<file path="config.mk">
export PLATFORM = sky130hd
export DESIGN_NAME = fifo_wr_arbiter
export DESIGN_NICKNAME = d
export VERILOG_FILES = /design/src/rtl/fifo_arb_pkg.sv /design/src/rtl/fifo_rr_pick.sv /design/src/rtl/fifo_wr_arbiter.sv
export SDC_FILE = /design/constraint.sdc
export NUM_CORES = 1
export LEC_CHECK = 0
export ABC_CLOCK_PERIOD_IN_PS = 2000
export BUFFER_PORTS_ARGS = -buffer_cell sky130_fd_sc_hd__buf_2
export CAP_MARGIN = 5
export CORE_MARGIN = 1
export CORE_UTILIZATION = 40
export DETAILED_ROUTE_END_ITERATION = 16
export PLACE_DENSITY_LB_ADDON = 0.08
export SLEW_MARGIN = 20
export SYNTH_ARGS = -nofsm -noshare
export SYNTH_HDL_FRONTEND = slang
export SYNTH_SLANG_ARGS = --single-unit
</file>
<file path="constraint.sdc">
create_clock -name clk -period 2 [get_ports clk]
set_input_delay 0.5 -clock clk [delete_from_list [all_inputs] [get_ports clk]]
set_output_delay 0.5 -clock clk [all_outputs]
set_load 0.005 [all_outputs]
</file>
<file path="src/rtl/fifo_arb_pkg.sv">
// Shared types, default parameters and the round-robin index helper for the
// FIFO write-port arbiter.
package fifo_arb_pkg;

    typedef enum logic [0:0] {
        IDLE = 1'b0,
        LOCK = 1'b1
    } arb_state_e;

    localparam int N_REQ_DEF     = 4;
    localparam int WIDTH_DEF     = 16;
    localparam int MAX_BURST_DEF = 8;
    localparam int IDLE_TMO_DEF  = 4;

    localparam int ID_W = $clog2(N_REQ_DEF);
    localparam int BC_W = $clog2(MAX_BURST_DEF + 1);
    localparam int IC_W = $clog2(IDLE_TMO_DEF + 1);

    // First set bit of req scanning last_win+1, last_win+2, ... modulo n_req
    // (n_req <= 8); returns last_win when nothing is requesting.
    function automatic logic [2:0] rr_pick_idx(input logic [7:0] req,
                                               input logic [2:0] last_win,
                                               input int         n_req);
        logic [2:0] idx;
        logic       found;
        int         cand;
        idx   = last_win;
        found = 1'b0;
        for (int k = 1; k <= 8; k++) begin
            cand = (int'(last_win) + k) % n_req;
            if ((k <= n_req) && !found && req[cand[2:0]]) begin
                found = 1'b1;
                idx   = cand[2:0];
            end else begin
                idx   = idx;
            end
        end
        return idx;
    endfunction

endpackage

</file>
<file path="src/rtl/fifo_rr_pick.sv">
// Combinational round-robin picker: reports whether anyone requests and which
// requester follows last_win in rotating priority order.
module fifo_rr_pick
    import fifo_arb_pkg::*;
#(
    parameter  int N_REQ = N_REQ_DEF,
    localparam int GID_W = $clog2(N_REQ)
) (
    input  logic [N_REQ-1:0] i_req,
    input  logic [GID_W-1:0] i_last_win,
    output logic             o_any_req,
    output logic [GID_W-1:0] o_win_idx
);

    // Rotate-and-priority-encode
    always_comb begin
        o_any_req = |i_req;
        o_win_idx = GID_W'(rr_pick_idx(8'(i_req), 3'(i_last_win), N_REQ));
    end

endmodule

</file>
<file path="src/rtl/fifo_wr_arbiter.sv">
// Round-robin, burst-locked arbiter sharing one FIFO write port among N_REQ
// producers; never raises winc while the FIFO reports full.
module fifo_wr_arbiter
    import fifo_arb_pkg::*;
#(
    parameter  int N_REQ     = N_REQ_DEF,
    parameter  int WIDTH     = WIDTH_DEF,
    parameter  int MAX_BURST = MAX_BURST_DEF,
    parameter  int IDLE_TMO  = IDLE_TMO_DEF,
    localparam int GID_W     = $clog2(N_REQ)
) (
    input  logic                   clk,
    input  logic                   rst_n,
    input  logic                   i_cfg_en,
    input  logic [N_REQ-1:0]       i_req_valid,
    input  logic [N_REQ-1:0]       i_req_last,
    input  logic [N_REQ*WIDTH-1:0] i_req_data,
    output logic [N_REQ-1:0]       o_req_ready,
    input  logic                   i_fifo_wfull,
    output logic                   o_fifo_winc,
    output logic [WIDTH-1:0]       o_fifo_wdata,
    output logic [GID_W-1:0]       o_grant_id,
    output logic                   o_busy,
    output logic                   o_burst_done
);

    localparam int BCNT_W = $clog2(MAX_BURST + 1);
    localparam int ICNT_W = $clog2(IDLE_TMO + 1);

    arb_state_e        r_state,      w_state_nxt;
    logic [GID_W-1:0]  r_grant_id,   w_grant_id_nxt;
    logic [GID_W-1:0]  r_last_win,   w_last_win_nxt;
    logic              r_busy,       w_busy_nxt;
    logic [BCNT_W-1:0] r_beat_cnt,   w_beat_cnt_nxt;
    logic [ICNT_W-1:0] r_idle_cnt,   w_idle_cnt_nxt;
    logic              r_burst_done, w_burst_done_nxt;

    logic              w_any_req;
    logic [GID_W-1:0]  w_pick;
    logic              w_lock;
    logic              w_valid_g;
    logic              w_last_g;
    logic              w_exit;
    logic [BCNT_W-1:0] w_beat_inc;
    logic [ICNT_W-1:0] w_idle_inc;

    fifo_rr_pick #(
        .N_REQ (N_REQ)
    ) u_pick (
        .i_req      (i_req_valid),
        .i_last_win (r_last_win),
        .o_any_req  (w_any_req),
        .o_win_idx  (w_pick)
    );

    // Owner-selected valid/last/data and the write-port handshake
    always_comb begin
        w_lock       = (r_state == LOCK);
        w_valid_g    = 1'b0;
        w_last_g     = 1'b0;
        o_fifo_wdata = {WIDTH{1'b0}};
        o_req_ready  = {N_REQ{1'b0}};
        for (int i = 0; i < N_REQ; i++) begin
            o_req_ready[i] = w_lock & ~i_fifo_wfull & (r_grant_id == GID_W'(i));
            w_valid_g      = w_valid_g | ((r_grant_id == GID_W'(i)) & i_req_valid[i]);
            w_last_g       = w_last_g  | ((r_grant_id == GID_W'(i)) & i_req_last[i]);
            o_fifo_wdata   = o_fifo_wdata |
                             ({WIDTH{w_lock & (r_grant_id == GID_W'(i))}} & i_req_data[i*WIDTH +: WIDTH]);
        end
        o_fifo_winc = w_lock & w_valid_g & ~i_fifo_wfull;
    end

    // Grant/release decisions and counter updates
    always_comb begin
        w_state_nxt      = r_state;
        w_grant_id_nxt   = r_grant_id;
        w_last_win_nxt   = r_last_win;
        w_busy_nxt       = r_busy;
        w_beat_cnt_nxt   = r_beat_cnt;
        w_idle_cnt_nxt   = r_idle_cnt;
        w_burst_done_nxt = 1'b0;
        w_exit           = 1'b0;
        w_beat_inc       = r_beat_cnt + BCNT_W'(1);
        w_idle_inc       = r_idle_cnt + ICNT_W'(1);
        case (r_state)
            IDLE: begin
                if (i_cfg_en && w_any_req) begin
                    w_state_nxt    = LOCK;
                    w_grant_id_nxt = w_pick;
                    w_last_win_nxt = w_pick;
                    w_busy_nxt     = 1'b1;
                    w_beat_cnt_nxt = {BCNT_W{1'b0}};
                    w_idle_cnt_nxt = {ICNT_W{1'b0}};
                end else begin
                    w_state_nxt    = IDLE;
                end
            end
            LOCK: begin
                if (o_fifo_winc) begin
                    w_beat_cnt_nxt = w_beat_inc;
                    w_idle_cnt_nxt = {ICNT_W{1'b0}};
                    w_exit         = w_last_g || (w_beat_inc == BCNT_W'(MAX_BURST));
                end else if (!w_valid_g) begin
                    w_idle_cnt_nxt = w_idle_inc;
                    w_exit         = (w_idle_inc == ICNT_W'(IDLE_TMO));
                end else begin
                    // FIFO full with data pending: both counters hold
                    w_exit         = 1'b0;
                end
                if (w_exit) begin
                    w_state_nxt      = IDLE;
                    w_busy_nxt       = 1'b0;
                    w_burst_done_nxt = 1'b1;
                end else begin
                    w_state_nxt      = LOCK;
                end
            end
            default: begin
                w_state_nxt = IDLE;
                w_busy_nxt  = 1'b0;
            end
        endcase
    end

    // State and counter registers
    always_ff @(posedge clk or negedge rst_n) begin
        if (!rst_n) begin
            r_state      <= IDLE;
            r_grant_id   <= {GID_W{1'b0}};
            r_last_win   <= GID_W'(N_REQ - 1);
            r_busy       <= 1'b0;
            r_beat_cnt   <= {BCNT_W{1'b0}};
            r_idle_cnt   <= {ICNT_W{1'b0}};
            r_burst_done <= 1'b0;
        end else begin
            r_state      <= w_state_nxt;
            r_grant_id   <= w_grant_id_nxt;
            r_last_win   <= w_last_win_nxt;
            r_busy       <= w_busy_nxt;
            r_beat_cnt   <= w_beat_cnt_nxt;
            r_idle_cnt   <= w_idle_cnt_nxt;
            r_burst_done <= w_burst_done_nxt;
        end
    end

    assign o_grant_id   = r_grant_id;
    assign o_busy       = r_busy;
    assign o_burst_done = r_burst_done;

endmodule

</file>
==> metrics.yaml <==
antenna_found_initial: 0
cp_max_fo: 8
vdd_drop_max_mv: 0.648
nFillCells: 280
clock-sinks: 14
max_freq_ghz: 0.467
synth-seq-cells: 14
drc: 0
drv_cap: 0
first_global_vias: 1591
io_buffer_count: 100
grt_pass1_wl_um: 6530
drtIter0Drc: 89
critPathSlowestCell: "dfrtp_2"
p_sw_share_pct: 40.5
finish.utilization_pct: 68.5
drive_gt1_share_pct: 56.6
fin_skew_ps: 2.82
crit_chain: "nor3b_4 > buf_6 > a22o_1 > a221o_1 > buf_2"
cp-end-kind: "output pin"
synth.largest_area_cell: "dfrtp_1"
antenna_cells: 0
power_frac_comb_pct: 72.2
synth-compound-area-share_pct: 37.9
crit_cells: 5
internal_power_mw: 1.67
avgSynthCellArea_um2: 9.36
seq_area_frac_synth_pct: 26.4
ant_nets: 0
numCtsBuffers: 3
area_growth_pct: 58.9
r2r_cells: 7
wl_per_cell_um: 14.3
start_kind: "flip-flop"
cts_hold_buf: 0
fp.dieW_um: 59.9
synth_top_family_by_area: "compound AO/OA/AOI/OAI gates"
power_frac_clock_pct: 7.3
synth_area_leaders: "dfrtp_1 22%, a221o_1 12%, a22o_1 11%, dfstp_2 3.9%, ha_1 2.8%"
synth.distinct_cells: 49
place.detailed.hpwl_um: 3320
cts_max_path_buffers: 2
synth_cells: 143
slowest_delay_ps: 450
violations: "setup timing"
path_clk_slew_ps: 90
hp-class: "in -> async"
io_pins: 101
synthMuxAreaShare_pct: 5.23
ys_async_sr_fraction_pct: 100
tritoncts: "built"
synth_area_um2: 1340
critPathTopFamily: "compound AO/OA/AOI/OAI gates"
crit_buf_inv: 2
hold_viol_final: 0
status: "finished, violations left"
coreArea_um2: 3100
finalSetupTns_ps: -2110
htree_levels: 1
synth_nets: 222
drv_slew: 0
yosysTopAreaCellShare_pct: 22.4
row_count: 20
synth_simple_gate_area_share_pct: 20.3
die_area_um2: 3580
synth_edf_count: 0
path_class: "reg -> out"
final.period_utilization_pct: 107
final_nets: 345
p_leak_nw: 1.12
synth.most_common_cell: "a22o_1"
setup_viol: 17
via_per_inst: 5.53
place_ws_ps: -117
grt_max_degree: 17
worst_slew_pin_slew_ps: 378
critPathArrivalTime_ps: 1640
via_count: 1709
start_util_pct: 43.1
dr.pass1.iters: 4
power.switching_mw: 1.14
power_density_nw_per_um2: 1320
yosys_warnings: 0
place.gp.congestion: 0.857
grt.total_usage_pct: 23.6
rsz0062_at_grt: "yes"
slew_headroom_pct: 74.8
grt_overflow: 0
clk_latency_ps: 280
synthAdderAreaFrac_pct: 2.80
wl_um: 4420
die_h_um: 59.9
setup_slack_ps: -142
synth_top_flop_cell: "dfrtp_1"
synth_xor_area_share_pct: 0.654
p_seq_share_pct: 20.5
crit_required_ps: 1500
fin_crit_ps: 2140
synthTopCellsByCount: "17 x a22o_1, 16 x a221o_1, 12 x dfrtp_1"
cts-root-buf: "clkbuf_4"
==> registers in the layout, indices dropped and copies added, names as in the netlist <==
name,count
o_burst_done,1
r_last_win,2
r_state,1
o_busy,1
r_beat_cnt,4
o_grant_id,2
r_idle_cnt,3
==> power by group through the flow <==
stage	sequential [mW]	combinational (mW)	clock, mW
2_1_floorplan	0.515	1.17	0
3_3_place_gp	0.565	1.72	0
3_5_place_dp	0.575	1.76	0
4_1_cts	0.572	2.01	0.208
5_1_grt	0.593	2.21	0.219
6_report	0.575	2.03	0.205
==> cell usage in the layout, fill, tap and decap left out, types with 2 or more instances in the layout <==
cell type,n
buf_2,100
buf_4,22
a22o_1,17
a221o_1,16
dfrtp_1,11
nand2_1,8
nor2_1,7
nor2b_1,6
o21ai_0,6
buf_6,5
inv_1,4
a21oi_1,4
nor3b_1,4
nand2b_1,4
and3_4,3
ha_1,3
clkbuf_4,3
nor2_4,2
a21boi_0,2
nor3_1,2
nand3_1,2
a22o_2,2
o31ai_1,2
dfstp_2,2
==> metrics by stage <==
| step | hold WS, ps | instance area (um^2) | instances | total power, mW |
|---|---|---|---|---|
| floorplan | 204 | 1340 | 143 | 1.69 |
| global placement | 407 | 1950 | 292 | 2.28 |
| detailed placement | 414 | 1950 | 292 | 2.34 |
| CTS | 108 | 2120 | 308 | 2.79 |
| global route | 114 | 2130 | 309 | 3.02 |
| finish | 100 | 2130 | 309 | 2.81 |
==> area by class of cell <==
cell class / instances / area [um^2] / share of cell area (%)
clock buffers: 4 / 36.3 / 1.71
inverters: 6 / 25.0 / 1.18
multi-input cells: 114 / 935 / 43.9
flip-flops and latches: 14 / 354 / 16.6
well taps: 44 / 55.1 / 2.59
repair buffers: 127 / 722 / 33.9
==> worst paths after layout <==
check | slack (ps) | endpoint | from
setup / recovery | -140 | o_fifo_wdata[0] | o_grant_id[1]
min in group clk | 530 | r_idle_cnt[2] | r_idle_cnt[2]
max in group asynchronous | 1610 | r_last_win[0] | rst_n
setup reg to reg | 150 | r_beat_cnt[0] | o_grant_id[1]
hold / removal | 100 | r_beat_cnt[3] | rst_n
hold reg to reg | 530 | r_idle_cnt[2] | r_idle_cnt[2]
==> per-layer routing <==
layer / track usage [%] / part of all wire, %
met2: 43.0 / 53
met3: 4.55 / 5.9
met5: 0 / 0
met4: 5.32 / 1.7
met1: 28.4 / 39
==> logic make-up (layout without fill, tap and decap cells) <==
family                     after synthesis  in the layout
AOI/OAI and AO/OA                       60             60
and+or+nand+nor                         44             46
buffers and inverters                   17            137
DFF                                     14             14
muxes                                    4              4
adders and majority gates                3              3
xor gates and xnor gates                 1              1
==> what timing repair did <==
| item | CTS | global route |
|---|---|---|
| gates resized for setup | 13 | 0 |
| cloned | 3 | 0 |
| endpoints found under the setup margin | 18 | 19 |
| hold endpoints to repair | 0 | 0 |
| pin swaps | 16 | 4 |
| buffers inserted | 10 | 1 |
(Power assumes the default switching activity.)
